File: src/rtl/inst_fetch_seq_pkg.sv
// Shared fetch-sequencer definitions: run/halt state encoding and default widths,
// also used by the control decoder.
package inst_fetch_seq_pkg;

    typedef enum logic [1:0] {
        ST_IDLE = 2'd0,
        ST_RUN  = 2'd1,
        ST_HALT = 2'd2
    } fetch_state_e;

    localparam int          DEF_PC_W      = 11;
    localparam int          DEF_INST_W    = 9;
    localparam int          DEF_CYC_W     = 16;
    localparam logic [8:0]  DEF_HALT_INST = 9'b111111111;

endpackage

File: src/rtl/inst_fetch_seq_pc_next_calc.sv
// Combinational next-PC select: sequential increment or taken branch (absolute or
// PC-relative). All arithmetic wraps modulo 2^PC_W.
module inst_fetch_seq_pc_next_calc #(
    parameter int PC_W   = 11,
    parameter int REL_BR = 1
) (
    input  logic [PC_W-1:0] i_pc,
    input  logic [PC_W-1:0] i_target,
    input  logic            i_take_br,
    output logic [PC_W-1:0] o_pc_next
);

    logic [PC_W-1:0] w_pc_inc;
    logic [PC_W-1:0] w_pc_br;

    // Two's complement offset: plain truncated addition gives the signed result.
    assign w_pc_inc  = i_pc + PC_W'(1);
    assign w_pc_br   = (REL_BR != 0) ? (i_pc + i_target) : i_target;
    assign o_pc_next = i_take_br ? w_pc_br : w_pc_inc;

endmodule

File: src/rtl/inst_fetch_seq.sv
// Program fetch sequencer: owns the PC, runs programs back to back on start,
// applies conditional branches, honours stall, and halts on the end encoding.
module inst_fetch_seq
    import inst_fetch_seq_pkg::*;
#(
    parameter int               PC_W      = DEF_PC_W,
    parameter int               INST_W    = DEF_INST_W,
    parameter int               CYC_W     = DEF_CYC_W,
    parameter int               REL_BR    = 1,
    parameter logic [INST_W-1:0] HALT_INST = INST_W'(DEF_HALT_INST)
) (
    input  logic              i_clk,
    input  logic              i_reset,
    input  logic              i_start,
    input  logic [PC_W-1:0]   i_start_addr,
    input  logic              i_stall,
    input  logic              i_branch_en,
    input  logic              i_alu_flag,
    input  logic [PC_W-1:0]   i_target,
    input  logic [INST_W-1:0] i_inst_in,
    output logic [PC_W-1:0]   o_prog_ctr,
    output logic              o_running,
    output logic              o_done,
    output logic [CYC_W-1:0]  o_cycle_ct
);

    fetch_state_e     r_state, w_state_nxt;
    logic [PC_W-1:0]  r_pc, w_pc_nxt, w_pc_calc;
    logic [CYC_W-1:0] r_cyc, w_cyc_nxt;
    logic             r_running, w_running_nxt;
    logic             r_done, w_done_nxt;

    inst_fetch_seq_pc_next_calc #(
        .PC_W   (PC_W),
        .REL_BR (REL_BR)
    ) u_pc_next (
        .i_pc      (r_pc),
        .i_target  (i_target),
        .i_take_br (i_branch_en & i_alu_flag),
        .o_pc_next (w_pc_calc)
    );

    always_ff @(posedge i_clk or negedge i_reset) begin
        if (!i_reset) begin
            r_state   <= ST_IDLE;
            r_pc      <= '0;
            r_cyc     <= '0;
            r_running <= 1'b0;
            r_done    <= 1'b0;
        end else begin
            r_state   <= w_state_nxt;
            r_pc      <= w_pc_nxt;
            r_cyc     <= w_cyc_nxt;
            r_running <= w_running_nxt;
            r_done    <= w_done_nxt;
        end
    end

    // start wins over everything, including stall, in every state.
    always_comb begin
        w_state_nxt   = r_state;
        w_pc_nxt      = r_pc;
        w_cyc_nxt     = r_cyc;
        w_running_nxt = r_running;
        w_done_nxt    = r_done;
        if (i_start) begin
            w_state_nxt   = ST_RUN;
            w_pc_nxt      = i_start_addr;
            w_cyc_nxt     = '0;
            w_running_nxt = 1'b1;
            w_done_nxt    = 1'b0;
        end else begin
            case (r_state)
                ST_RUN: begin
                    if (!i_stall) begin
                        if (i_inst_in == HALT_INST) begin
                            w_state_nxt   = ST_HALT;
                            w_running_nxt = 1'b0;
                            w_done_nxt    = 1'b1;
                        end else begin
                            w_pc_nxt = w_pc_calc;
                            if (r_cyc != {CYC_W{1'b1}})
                                w_cyc_nxt = r_cyc + CYC_W'(1);
                        end
                    end
                end
                default: ;
            endcase
        end
    end

    assign o_prog_ctr = r_pc;
    assign o_running  = r_running;
    assign o_done     = r_done;
    assign o_cycle_ct = r_cyc;

endmodule

File: config.mk
export PLATFORM = sky130hd
export DESIGN_NAME = inst_fetch_seq
export DESIGN_NICKNAME = d
export VERILOG_FILES = /design/src/rtl/inst_fetch_seq_pkg.sv /design/src/rtl/inst_fetch_seq_pc_next_calc.sv /design/src/rtl/inst_fetch_seq.sv
export SDC_FILE = /design/constraint.sdc
export NUM_CORES = 1
export LEC_CHECK = 0
export BUFFER_PORTS_ARGS = -buffer_cell sky130_fd_sc_hd__buf_2
export CAP_MARGIN = 20
export CORE_MARGIN = 2
export CORE_UTILIZATION = 30
export CTS_CLUSTER_DIAMETER = 30
export DETAILED_ROUTE_END_ITERATION = 10
export HOLD_SLACK_MARGIN = 0.03
export SLEW_MARGIN = 20
export SYNTH_ARGS = -nofsm -noshare
export SYNTH_HDL_FRONTEND = slang
export SYNTH_SLANG_ARGS = --single-unit
File: constraint.sdc
create_clock -name i_clk -period 2.5 [get_ports i_clk]
set_input_delay 0.5 -clock i_clk [delete_from_list [all_inputs] [get_ports i_clk]]
set_output_delay 0.5 -clock i_clk [all_outputs]
set_load 0.05 [all_outputs]
==> impl_metrics.csv, run 1 <==
group,metric,value,unit
critical_path,crit_end,"o_prog_ctr[6]",
clock_tree,clk_latency,280,ps
logic_synthesis,netlist_top_cells_area,"dfrtp_1, ha_1, nand2_1, o21ai_0, and3_1",
critical_path,critPathMaxFanout,9,
logic_synthesis,yosys_warnings,0,
logic_synthesis,ys_seq_area_share,35.6,%
die,pin_count,66,
detailed_routing,num_vias,1980,
finish,final_layout_size_suffix_gt1_share,30.7,%
clock_tree,clockBufferDepth,2,
placed_design,gp_congestion,0.866,
detailed_routing,route.detailed.drc,0,
grt,grt_max_degree,42,
logic_synthesis,yosysTopAreaCell,"dfrtp_1",
finish,utilization,39.2,%
critical_path,timing.rr.end,"o_prog_ctr[6]",
logic_synthesis,synth_top_area_share,35.6,%
critical_path,reg2reg_depth,9,
critical_path,worstReg2RegStart,"o_prog_ctr[0]",
critical_path,worstSetupEndpointType,"flip-flop",
grt,grtUsageTotal,15.0,%
logic_synthesis,synth-edff-count,0,
logic_synthesis,mappedNetlistNets,284,
sta,tightest_slew,678,ps
placed_design,port_buffers,65,
flow_run,max_cap_violations,0,
sta,period_minus_slack,2280,ps
die,die_w,86.4,um
critical_path,start_kind,"input pin",
placed_design,placed_cell_area,2490,sq um
grt,grt_pass1_vias,2002,
clock_tree,h-tree-depth,2,
die,initial_utilization,30.5,%
clock_tree,cts_hold_repair.buffers,0,
clock_tree,cts_tree,"yes",
critical_path,timing.reg2reg.setup_slack,300,ps
sta,max_slew_margin,54.8,%
logic_synthesis,synth_top_family_by_area,"simple AND/OR/NAND/NOR gates",
detailed_routing,wl,5330,um
sta,timing.fmax,440,MHz
critical_path,arrival,2420,ps
finish,design_area,2620,sq um
pwr,peakVddDrop,252,uV
sta,fin_skew,3.73,ps
logic_synthesis,synth.cell_area,2040,sq um
logic_synthesis,synth-compound-area-share,17.9,%
grt,grt-ovfl-total,0,
logic_synthesis,synthFlopType,"dfrtp_1",
sta,rsz0062_at_grt,"no",
logic_synthesis,synth-simple-area-share,27.2,%
finish,n_antenna_cell,0,
pwr,p_per_area,544,nW/um^2
pwr,power_leakage,1.25,nW
sta,whs,256,ps
die,coreArea,6680,sq um
sta,final_hold_viol_count,0,
sta,finalSetupTns,0,ps
clock_tree,clkSlewWorstSetupHoldPaths,70,ps
logic_synthesis,syn_avg_cell_area,8.67,sq um
die,dieHeight,86.4,um
logic_synthesis,ys_types,49,
finish,nNetsFinal,357,
logic_synthesis,synth_xor_area_share,5.59,%
sta,slew_viol_final,0,
detailed_routing,drtAntennaViolNets,0,
logic_synthesis,synthCells,235,
clock_tree,cts_num_sinks,29,
finish,area_delta_synth_final,28.4,%
critical_path,cp-startpoint,"i_branch_en",
critical_path,worstSetupPathType,"in -> reg",
critical_path,required,2640,ps
status,status,"finished clean",
detailed_routing,drt_first_iter_violations,70,
sta,fin_crit_sh,91.0,%
detailed_routing,drt_pass1_iterations,4,
sta,setup_violations,0,
grt,grt_pass1_wl,8960,um
clock_tree,cts_made_buffers,5,
logic_synthesis,synthArstFlopShare,100,%
detailed_routing,post_drt_via_cell_ratio,5.09,
placed_design,dpl.hpwl,4050,um
clock_tree,root_buffer,"clkbuf_8",
logic_synthesis,synth_seq_cells,29,
die,die_area,7470,sq um
logic_synthesis,synthMuxAreaShare,2.03,%
detailed_routing,wire_per_inst,13.7,um
logic_synthesis,synth_adder_area_share,7.73,%
die,row_count,30,
grt,antenna_found_initial,0,
worst_hold_path,hold_path.class,"in -> async",
repair_timing:
action | 4_1_cts | 5_1_grt
setup endpoints to repair | 0 | 2
buffers inserted | 0 | 0
resized for setup | 0 | 3
state kept, by name, summed over array words and instances, names as in the netlist:
signal,flops
o_cycle_ct,16
o_prog_ctr,11
r_state,2
layer usage:
layer	GRT usage, %	vias up	part of all wire (%)
li1	-	1001	-
met1	19.0	936	45
met2	25.8	38	49
met3	3.24	5	4.6
met4	3.84	0	0.73
met5	0	-	0
per-stage QoR:
step                      worst slack (ps)  power [mW]  instances
after CTS                              165        1.44        389
final                                  225        1.42        389
after global placement               -33.2       0.912        381
after detailed placement              -130       0.917        381
after global routing                  46.7        1.51        389
after floorplan                       79.7       0.791        235
worst max-delay path, stage by stage:
cell	delay, ps
buf_2	150
nand3b_1	90
ha_1	160
inv_1	50
fa_1	390
nor2b_2	160
o31a_1	170
o21ai_0	110
and4_1	230
a2111oi_1	310
a21oi_1	80
cells in the final DEF (no fill, tap or decap), types with 3 or more instances in the layout:
master	instances
ha_1	11
and4_1	3
a211oi_1	3
clkbuf_8	6
nor2_1	20
nand4_1	3
mux2i_1	3
nand3_1	7
xnor2_1	9
a21oi_1	14
nor3_2	4
dfrtp_1	29
nor3_1	6
inv_1	9
and2_1	3
buf_2	65
buf_4	10
xor2_1	4
and3_1	13
o21ai_0	17
nor4_1	4
nand2_1	30
synth_stat cells (all sizes together), types with 2 or more instances:
library cell,count
dfrtp,29
and4,3
or3,2
o21a,2
a21oi,14
o21ai,17
nand4,3
xnor2,9
buf,3
ha,11
nand3,8
clkbuf,6
a2111oi,2
nor3,10
nand2,30
nor2b,3
o31a,2
nor4,4
xor2,4
mux2i,3
inv,9
a211oi,3
and3,13
o2111ai,2
o21bai,2
and2,3
nor2,20
report_power, final:
part,internal [mW],switching (mW),leakage (nW)
registers,0.495,0.0256,0.377
clock network,0.324,0.192,0.0574
logic,0.142,0.246,0.818
total,0.961,0.463,1.25
cell type report:
class / count / area [sq um]
clock buffers: 6 / 82.6
clock inverters: 2 / 37.5
fillers: 729 / 4060
inverters: 9 / 33.8
multi-input cells: 188 / 1240
flip-flops and latches: 29 / 726
well taps: 80 / 100
repair buffers: 75 / 400
logic make-up after synthesis:
group	Yosys count
xor+xnor	13
fa+ha+maj	12
flops	29
simple gates	105
compound gates	54
mux	4
buf+inv	18
worst min-delay path by stage:
| stage | cells past startpoint | to | slack [ps] |
|---|---|---|---|
| 2_1_floorplan | 0 | o_cycle_ct[0] | 200 |
| 3_3_place_gp | 2 | r_state[0] | 520 |
| 3_5_place_dp | 1 | o_cycle_ct[1] | 540 |
| 4_1_cts | 1 | o_cycle_ct[7] | 280 |
| 5_1_grt | 1 | o_cycle_ct[7] | 310 |
| 6_report | 1 | o_cycle_ct[2] | 260 |
Power figures use the tool's default switching activity.
==> run 2: changes to the inputs <==
--- a/config.mk
+++ b/config.mk
@@ -5,12 +5,12 @@
 export SDC_FILE = /design/constraint.sdc
 export NUM_CORES = 1
 export LEC_CHECK = 0
-export BUFFER_PORTS_ARGS = -buffer_cell sky130_fd_sc_hd__buf_2
 export CAP_MARGIN = 20
 export CORE_MARGIN = 2
 export CORE_UTILIZATION = 30
 export CTS_CLUSTER_DIAMETER = 30
 export DETAILED_ROUTE_END_ITERATION = 10
+export DONT_BUFFER_PORTS = 1
 export HOLD_SLACK_MARGIN = 0.03
 export SLEW_MARGIN = 20
 export SYNTH_ARGS = -nofsm -noshare
==> run 2 against run 1 <==
Final area decreased by 6.9%. Via count decreased by 6.9%. Wire length decreased by 0.52%. Total power decreased by 5.4%. Largest power group unchanged.
==> impl_metrics.csv, run 2 (synthesis results as in run 1) <==
group,metric,value,unit
clock_tree,ctsResizeCount,0,
placed_design,port_buffers,0,
grt,grt_pass1_wl,8780,um
detailed_routing,post_drt_via_cell_ratio,5.37,
finish,fillers,691,
sta,timing.fmax,463,MHz
clock_tree,post_cts_buffers,0,
pwr,p_per_area,553,nW/um^2
finish,final_common_cell,"nand2_1",
sta,fin_skew,9.69,ps
finish,n_antenna_cell,0,
die,pin_count,66,
grt,grt_max_degree,43,
critical_path,arrival,2370,ps
die,die_w,86.4,um
detailed_routing,wl,5310,um
detailed_routing,drtAntennaViolNets,0,
sta,final_hold_viol_count,0,
finish,largest_reg_flops,16,
clock_tree,cts_hold_repair.buffers,2,
die,dieHeight,86.4,um
flow_run,max_cap_violations,0,
finish,fin_cells,343,
placed_design,gp_congestion,0.811,
critical_path,worstSetupEndpointType,"flip-flop",
grt,grt_pass1_vias,1811,
sta,setup_violations,0,
clock_tree,cts_tree,"yes",
grt,grtUsageTotal,15.2,%
placed_design,dpl.cell_count,334,
sta,timing.final.ws_setup,342,ps
die,die_area,7470,sq um
clock_tree,root_buffer,"clkbuf_8",
detailed_routing,num_vias,1843,
critical_path,start_kind,"flip-flop",
sta,slew_viol_final,0,
critical_path,required,2710,ps
sta,whs,272,ps
status,status,"finished clean",
pwr,peakVddDrop,324,uV
sta,fin_crit_sh,86.3,%
die,row_count,30,
finish,nNetsFinal,312,
detailed_routing,drt_first_iter_violations,76,
finish,utilization,36.5,%
placed_design,place_ws,102,ps
clock_tree,clk_latency,290,ps
detailed_routing,drt_pass1_iterations,5,
die,coreArea,6680,sq um
detailed_routing,route.detailed.drc,0,
finish,final_layout_size_suffix_gt1_share,17.9,%
detailed_routing,wire_per_inst,15.5,um
finish,final_cell_mix,"nand2_1, dfrtp_1, buf_4",
clock_tree,cts_num_sinks,29,
worst_hold_path,hold_path.class,"in -> reg",
sta,period_minus_slack,2160,ps
clock_tree,clockBufferDepth,2,
die,initial_utilization,30.5,%
clock_tree,clkSlewWorstSetupHoldPaths,70,ps
sta,finalSetupTns,0,ps
critical_path,critPathMaxFanout,4,
clock_tree,h-tree-depth,2,
sta,tightest_slew,611,ps
clock_tree,cts_made_buffers,5,
grt,antenna_found_initial,0,
placed_design,dpl.hpwl,3990,um
sta,max_slew_margin,59.3,%
pwr,power_leakage,1.07,nW
sta,rsz0062_at_grt,"no",
finish,area_delta_synth_final,19.5,%
grt,grt-ovfl-total,0,
critical_path,worstSetupPathType,"reg -> reg",
## run 2: layout make-up
class	count	area, sq um	area share (%)
multi-input combinational	188	1230	50.6
sequential	29	726	29.8
timing repair buffer	30	240	9.86
tap	80	100	4.11
clock buffer	5	68.8	2.82
clock inverter	2	35.0	1.44
inverter	9	33.8	1.39
## run 2: layer usage
layer / wire length [um] / track usage [%] / up-vias
met4: 74 / 5.40 / 0
met5: 0 / 0 / -
met2: 2580 / 24.8 / 51
li1: - / - / 905
met3: 324 / 4.29 / 8
met1: 2330 / 19.2 / 879
## run 2: where the power goes
group          switching [mW]  leakage (nW)  internal, mW  total (mW)
logic                   0.201         0.643         0.123       0.324
clock network           0.192        0.0540         0.290       0.481
registers              0.0471         0.377         0.495       0.542
total                   0.439          1.07         0.908        1.35
## run 2: critical path: stages (launching register included)
cell and delay [ps]:
dfrtp_1 410, ha_1 300, a21oi_1 210, o211ai_1 150, a2111oi_0 570, or3b_2 220
a31oi_1 70, o21ai_0 150
## run 2: path summary, 6_finish.rpt
kind	from	end	slack (ps)	cells past startpoint
max	o_prog_ctr[1]	o_prog_ctr[7]	340	7
min	i_start	o_cycle_ct[8]	270	1
max reg2reg	o_prog_ctr[1]	o_prog_ctr[7]	340	7
min reg2reg	o_prog_ctr[1]	o_prog_ctr[1]	640	2
max in group asynchronous	i_reset	o_prog_ctr[1]	1680	2
min in group asynchronous	i_reset	o_prog_ctr[8]	650	2
## run 2: metrics by stage
step	power (mW)	instance area, sq um
2_1_floorplan	0.791	2040
3_3_place_gp	0.854	2300
3_5_place_dp	0.860	2300
4_1_cts	1.37	2440
5_1_grt	1.42	2440
6_report	1.35	2440
